<file path="config.mk">
export PLATFORM = sky130hd
export DESIGN_NAME = multicycle_ctrl
export DESIGN_NICKNAME = d
export VERILOG_FILES = /design/src/rtl/multicycle_ctrl.sv
export SDC_FILE = /design/constraint.sdc
export NUM_CORES = 1
export LEC_CHECK = 0
export CELL_PAD_IN_SITES_DETAIL_PLACEMENT = 1
export CELL_PAD_IN_SITES_GLOBAL_PLACEMENT = 2
export CORE_MARGIN = 5
export CORE_UTILIZATION = 20
export CTS_CLUSTER_DIAMETER = 50
export DETAILED_ROUTE_END_ITERATION = 10
export PLACE_DENSITY = 0.75
export SLEW_MARGIN = 10
export SYNTH_ARGS = -nofsm -noshare
export SYNTH_HDL_FRONTEND = slang
export SYNTH_SLANG_ARGS = --single-unit
</file>
<file path="constraint.sdc">
create_clock -name clk -period 1.55 [get_ports clk]
set_clock_uncertainty 0.1 [all_clocks]
set_input_delay 0.31 -clock clk [delete_from_list [all_inputs] [get_ports clk]]
set_output_delay 0.31 -clock clk [all_outputs]
set_load 0.05 [all_outputs]
</file>
<file path="src/rtl/multicycle_ctrl.sv">
// multicycle_ctrl: Moore control FSM for a shared-ALU, unified-memory RV32I
// multicycle datapath. Sequences one instruction over 3-5 cycles.
// Ports:
//   clk, reset (sync, active-low)        clock and reset
//   op, funct3, funct7b5                 fields of the instruction register
//   Zero, V, N, C                        ALU flags of the current ALU result
//   PCWrite, IRWrite, MemWrite, RegWrite register/memory write enables
//   AdrSrc, ResultSrc, ALUSrcA, ALUSrcB  datapath mux selects
//   ImmSrc, ALUControl                   immediate format and ALU operation
//   Trap                                 high while halted on an illegal opcode
module multicycle_ctrl (
    input  logic       clk,
    input  logic       reset,
    input  logic [6:0] op,
    input  logic [2:0] funct3,
    input  logic       funct7b5,
    input  logic       Zero,
    input  logic       V,
    input  logic       N,
    input  logic       C,
    output logic       PCWrite,
    output logic       AdrSrc,
    output logic       MemWrite,
    output logic       IRWrite,
    output logic       RegWrite,
    output logic [1:0] ResultSrc,
    output logic [1:0] ALUSrcA,
    output logic [1:0] ALUSrcB,
    output logic [2:0] ImmSrc,
    output logic [3:0] ALUControl,
    output logic       Trap
);

    localparam logic [3:0] S_FETCH    = 4'd0;
    localparam logic [3:0] S_DECODE   = 4'd1;
    localparam logic [3:0] S_MEMADR   = 4'd2;
    localparam logic [3:0] S_MEMREAD  = 4'd3;
    localparam logic [3:0] S_MEMWB    = 4'd4;
    localparam logic [3:0] S_MEMWRITE = 4'd5;
    localparam logic [3:0] S_EXECR    = 4'd6;
    localparam logic [3:0] S_EXECI    = 4'd7;
    localparam logic [3:0] S_ALUWB    = 4'd8;
    localparam logic [3:0] S_BRANCH   = 4'd9;
    localparam logic [3:0] S_JAL      = 4'd10;
    localparam logic [3:0] S_LUI      = 4'd11;
    localparam logic [3:0] S_AUIPC    = 4'd12;
    localparam logic [3:0] S_TRAP     = 4'd13;

    localparam logic [6:0] OP_LOAD   = 7'b0000011;
    localparam logic [6:0] OP_STORE  = 7'b0100011;
    localparam logic [6:0] OP_RTYPE  = 7'b0110011;
    localparam logic [6:0] OP_ITYPE  = 7'b0010011;
    localparam logic [6:0] OP_BRANCH = 7'b1100011;
    localparam logic [6:0] OP_JAL    = 7'b1101111;
    localparam logic [6:0] OP_LUI    = 7'b0110111;
    localparam logic [6:0] OP_AUIPC  = 7'b0010111;

    localparam logic [3:0] ALU_ADD  = 4'b0000;
    localparam logic [3:0] ALU_SUB  = 4'b0001;
    localparam logic [3:0] ALU_AND  = 4'b0010;
    localparam logic [3:0] ALU_OR   = 4'b0011;
    localparam logic [3:0] ALU_XOR  = 4'b0100;
    localparam logic [3:0] ALU_SLT  = 4'b0101;
    localparam logic [3:0] ALU_SLL  = 4'b0110;
    localparam logic [3:0] ALU_SRA  = 4'b0111;
    localparam logic [3:0] ALU_SRL  = 4'b1000;
    localparam logic [3:0] ALU_SLTU = 4'b1001;

    logic [3:0] state_q, state_d;
    logic [3:0] funct_alu;
    logic       br_taken;
    logic [2:0] imm_src;

    // State register; reset aborts any instruction in flight.
    always_ff @(posedge clk) begin
        if (!reset) state_q <= S_FETCH;
        else        state_q <= state_d;
    end

    // Immediate format from opcode, valid in every state.
    always_comb begin
        imm_src = 3'b000;
        case (op)
            OP_STORE:          imm_src = 3'b001;
            OP_BRANCH:         imm_src = 3'b010;
            OP_JAL:            imm_src = 3'b011;
            OP_LUI, OP_AUIPC:  imm_src = 3'b100;
            default:           imm_src = 3'b000;
        endcase
    end

    // ALU operation for R/I arithmetic; sub only for R-type (op[5]=1).
    always_comb begin
        funct_alu = ALU_ADD;
        case (funct3)
            3'b000:  funct_alu = (funct7b5 & op[5]) ? ALU_SUB : ALU_ADD;
            3'b001:  funct_alu = ALU_SLL;
            3'b010:  funct_alu = ALU_SLT;
            3'b011:  funct_alu = ALU_SLTU;
            3'b100:  funct_alu = ALU_XOR;
            3'b101:  funct_alu = funct7b5 ? ALU_SRA : ALU_SRL;
            3'b110:  funct_alu = ALU_OR;
            default: funct_alu = ALU_AND;
        endcase
    end

    // Branch condition from the flags of rs1 - rs2.
    always_comb begin
        br_taken = 1'b0;
        case (funct3)
            3'b000:  br_taken = Zero;
            3'b001:  br_taken = ~Zero;
            3'b100:  br_taken = N ^ V;
            3'b101:  br_taken = ~(N ^ V);
            3'b110:  br_taken = ~C;
            3'b111:  br_taken = C;
            default: br_taken = 1'b0;
        endcase
    end

    // Next state and Moore outputs; enables and Trap are masked during reset.
    always_comb begin
        state_d    = state_q;
        PCWrite    = 1'b0;
        AdrSrc     = 1'b0;
        MemWrite   = 1'b0;
        IRWrite    = 1'b0;
        RegWrite   = 1'b0;
        ResultSrc  = 2'b00;
        ALUSrcA    = 2'b00;
        ALUSrcB    = 2'b00;
        ALUControl = ALU_ADD;
        Trap       = 1'b0;
        ImmSrc     = imm_src;
        case (state_q)
            S_FETCH: begin
                IRWrite = 1'b1; ALUSrcB = 2'b10; ResultSrc = 2'b10; PCWrite = 1'b1;
                state_d = S_DECODE;
            end
            S_DECODE: begin
                ALUSrcA = 2'b01; ALUSrcB = 2'b01;
                case (op)
                    OP_LOAD, OP_STORE: state_d = S_MEMADR;
                    OP_RTYPE:          state_d = S_EXECR;
                    OP_ITYPE:          state_d = S_EXECI;
                    OP_BRANCH:         state_d = S_BRANCH;
                    OP_JAL:            state_d = S_JAL;
                    OP_LUI:            state_d = S_LUI;
                    OP_AUIPC:          state_d = S_AUIPC;
                    default:           state_d = S_TRAP;
                endcase
            end
            S_MEMADR: begin
                ALUSrcA = 2'b10; ALUSrcB = 2'b01;
                state_d = op[5] ? S_MEMWRITE : S_MEMREAD;
            end
            S_MEMREAD: begin
                AdrSrc = 1'b1;
                state_d = S_MEMWB;
            end
            S_MEMWB: begin
                ResultSrc = 2'b01; RegWrite = 1'b1;
                state_d = S_FETCH;
            end
            S_MEMWRITE: begin
                AdrSrc = 1'b1; MemWrite = 1'b1;
                state_d = S_FETCH;
            end
            S_EXECR: begin
                ALUSrcA = 2'b10; ALUControl = funct_alu;
                state_d = S_ALUWB;
            end
            S_EXECI: begin
                ALUSrcA = 2'b10; ALUSrcB = 2'b01; ALUControl = funct_alu;
                state_d = S_ALUWB;
            end
            S_ALUWB: begin
                RegWrite = 1'b1;
                state_d = S_FETCH;
            end
            S_BRANCH: begin
                ALUSrcA = 2'b10; ALUControl = ALU_SUB; PCWrite = br_taken;
                state_d = S_FETCH;
            end
            S_JAL: begin
                ALUSrcA = 2'b01; ALUSrcB = 2'b10; PCWrite = 1'b1;
                state_d = S_ALUWB;
            end
            S_LUI: begin
                ALUSrcA = 2'b11; ALUSrcB = 2'b01;
                state_d = S_ALUWB;
            end
            S_AUIPC: begin
                ALUSrcA = 2'b01; ALUSrcB = 2'b01;
                state_d = S_ALUWB;
            end
            S_TRAP: begin
                Trap = 1'b1;
                state_d = S_TRAP;
            end
            default: state_d = S_FETCH;
        endcase
        if (!reset) begin
            PCWrite  = 1'b0;
            IRWrite  = 1'b0;
            MemWrite = 1'b0;
            RegWrite = 1'b0;
            Trap     = 1'b0;
        end
    end

endmodule

</file>
==> results.py <==
metrics = {
    "cts": {
        "clock_sinks": 4,
        "cts_root_buffer": "clkbuf_8",
        "h-tree-depth": 1,
        "cts_buffer_depth": 2,
        "path_clk_slew_ns": 0.03,
        "cts_tree": "built",
        "hold_buffers": 0,
        "clk_latency_ns": 0.22,
        "cts_buffers": 3,
    },
    "power": {
        "leakage_uw": 0.000817,
        "power_density_mw_per_mm2": 1510,
        "ir_worst_vdd_uv": 957,
        "p_sw_uw": 1360,
        "p_seq_frac": 0.081,
        "p_int_uw": 1620,
        "p_clk_frac": 0.078,
        "total_power_uw": 2980,
        "combPwrFrac": 0.842,
        "p_sw_frac": 0.457,
    },
    "setup_path": {
        "path_buf_inv": 2,
        "slowest_delay_ns": 0.37,
        "worstSetupPathType": "reg -> out",
        "worstPathArrival_ns": 1.43,
        "crit_path_start_kind": "flop",
        "crit_path_frequent_cell": "buf_12",
        "endpoint_kind": "output port",
        "path_cells": "buf_12 -> nor4_4 -> and2_4 -> a31oi_4 -> o21ai_4 -> buf_12",
        "cp_slowest_cell": "dfxtp_4",
        "crit_fanout": 7,
        "critPathRequiredTime_ns": 1.14,
        "cp_top_family": "simple AND/OR/NAND/NOR gates",
    },
    "die": {
        "io_pins": 36,
        "die_w_um": 70.5,
        "die_h_um": 70.5,
        "core_sq_mm": 0.00361,
        "die_area_sq_mm": 0.00497,
        "start_util": 0.203,
        "rows": 22,
    },
    "synth": {
        "yosysUniqueCellTypes": 44,
        "netlist_top_cells_count": "nor2_1, a21oi_1, nor2b_1, nand2_1, nand3_1",
        "synth.most_common_cell": "nor2_1",
        "netlist_instances": 105,
        "synth_area_leader_cell": "dfxtp_1",
        "synth-seq-area-share": 0.109,
        "synth_top_area_share": 0.109,
        "ys_ff_latch": 4,
        "synth_edf_count": 0,
        "netlist_area_sq_um": 732,
        "synth.yosys.warnings": 0,
        "synth_top_flop_cell": "dfxtp_1",
        "postSynth.asyncResetShare": 0,
        "syn_nets": 122,
        "synth_area_leaders": "dfxtp_1, nor2_1, nor2b_1",
        "synth.avg_cell_area_sq_um": 6.97,
    },
    "job": {
        "cap_violations": 0,
    },
    "layout": {
        "finalNonFillerCells": 231,
        "nets": 202,
        "drive_above_1_share": 0.645,
        "final_util": 0.547,
        "nFillCells": 415,
        "area.sequential_sq_um": 92.6,
        "top_regs": "state_q (4)",
        "multi_input_comb_area_sq_um": 851,
        "largest_reg_flops": 4,
        "regMostFlops": "state_q",
        "syn_to_final_growth_pct": 169,
        "n_antenna_cell": 0,
    },
    "grt": {
        "overflow": 0,
        "antenna_found_initial": 0,
        "grt_max_degree": 10,
        "grt_pass1_wl_um": 6040,
        "grt_usage": 0.148,
        "grt_pass1_vias": 1267,
    },
    "route": {
        "drt_iter0_markers": 51,
        "routedWlPerCell_um": 15.7,
        "firstDrtPassIters": 4,
        "ant_nets": 0,
        "dr_total_vias": 1133,
        "viasPerCell": 4.90,
        "routed_wl_um": 3620,
        "drc": 0,
    },
    "placed_design": {
        "place_inst": 218,
        "place.port_buffers": 35,
        "gp_congestion": 0.790,
        "pre_cts_slack_ns": -0.611,
        "hpwl_um": 2800,
    },
    "sta": {
        "period_needed_ns": 1.84,
        "min_period_over_period": 1.19,
        "finalSetupViolCount": 19,
        "rsz0062_at_grt": "true",
        "max_freq_ghz": 0.542,
        "maxSlewViolCount": 0,
        "tightest_slew_ns": 0.295,
        "hold_viol_final": 0,
        "slew_headroom": 0.800,
        "setup_slack_ns": -0.294,
    },
    "min_path": {
        "hp-class": "in -> reg",
    },
    "status": {
        "outcome": "complete, but fails checks",
        "violations": "setup timing",
    },
}
## final timing paths
kind	start	to	slack (ns)	cells past startpoint
setup / recovery	state_q[2]	PCWrite	-0.29	6
hold / removal	op[4]	state_q[2]	0.52	4
setup reg to reg	state_q[1]	state_q[0]	0.18	5
hold reg to reg	state_q[2]	state_q[0]	0.60	4
## power groups by stage
stage / Clock (uW) / Combinational, uW / Sequential [uW]
final: 231 / 2510 / 240
after global routing: 239 / 2640 / 249
after CTS: 235 / 2480 / 237
after detailed placement: 0 / 2330 / 225
after global placement: 0 / 2270 / 224
after floorplan: 0 / 1210 / 203
## worst reg2reg max path: stages (launching register included)
cell,delay [ns]
dfxtp_4,0.35
buf_4,0.17
nand2b_1,0.20
nor2_1,0.17
nor3_1,0.08
a211oi_1,0.22
## cells in the final DEF (no fill, tap or decap), types with 2 or more instances in the layout
cell	n
xor2_1	2
clkbuf_8	3
nor2b_1	3
clkbuf_2	2
or2_1	2
a211oi_1	2
inv_1	2
buf_6	10
and2_4	2
nor2_2	2
a21oi_1	4
dlygate4sd2_1	6
nor4_4	2
nand3_1	4
nor2_4	3
dfxtp_4	3
buf_12	21
a21oi_2	2
nor2b_4	3
nand2b_1	3
buf_2	2
nor2_1	8
a21o_2	2
buf_4	37
o21ai_0	2
nand2_1	5
nor3b_1	2
## cells by family after synthesis
family,share of synthesized area
flip-flops,0.109
AO/OA/AOI/OAI,0.308
buffers and inverters,0.0701
XOR/XNOR,0.0786
AND/OR/NAND/NOR,0.434
## through the flow
stage,setup TNS [ns],hold slack [ns],cell area (sq um)
CTS,-3.32,0.535,1940
detailed placement,-6.88,0.598,1730
global placement,-6.40,0.597,1730
finish,-3.12,0.523,1970
floorplan,-2.33,0.334,901
global route,-3.93,0.567,1970
## layer usage
layer	GRT usage	vias to the layer above	share of wire
met5	0	-	0
met4	0.0383	0	0.0075
met3	0.0201	4	0.045
met2	0.305	30	0.57
met1	0.152	545	0.37
li1	-	554	-
## layout make-up
cell class,count,area share
timing repair buffer,81,0.466
multi-input combinational,93,0.431
sequential,4,0.0470
tap,48,0.0305
clock buffer,3,0.0209
inverter,2,0.00381
## what timing repair did
| item | in CTS | in global routing |
|---|---|---|
| resized for setup | 68 | 11 |
| endpoints found under the setup margin | 23 | 19 |
| pin swaps | 15 | 7 |
| cloned | 0 | 0 |
| buffers inserted | 10 | 1 |
| endpoints found under the hold margin | 0 | 0 |
No activity file was read; power rests on OpenSTA's default activity.
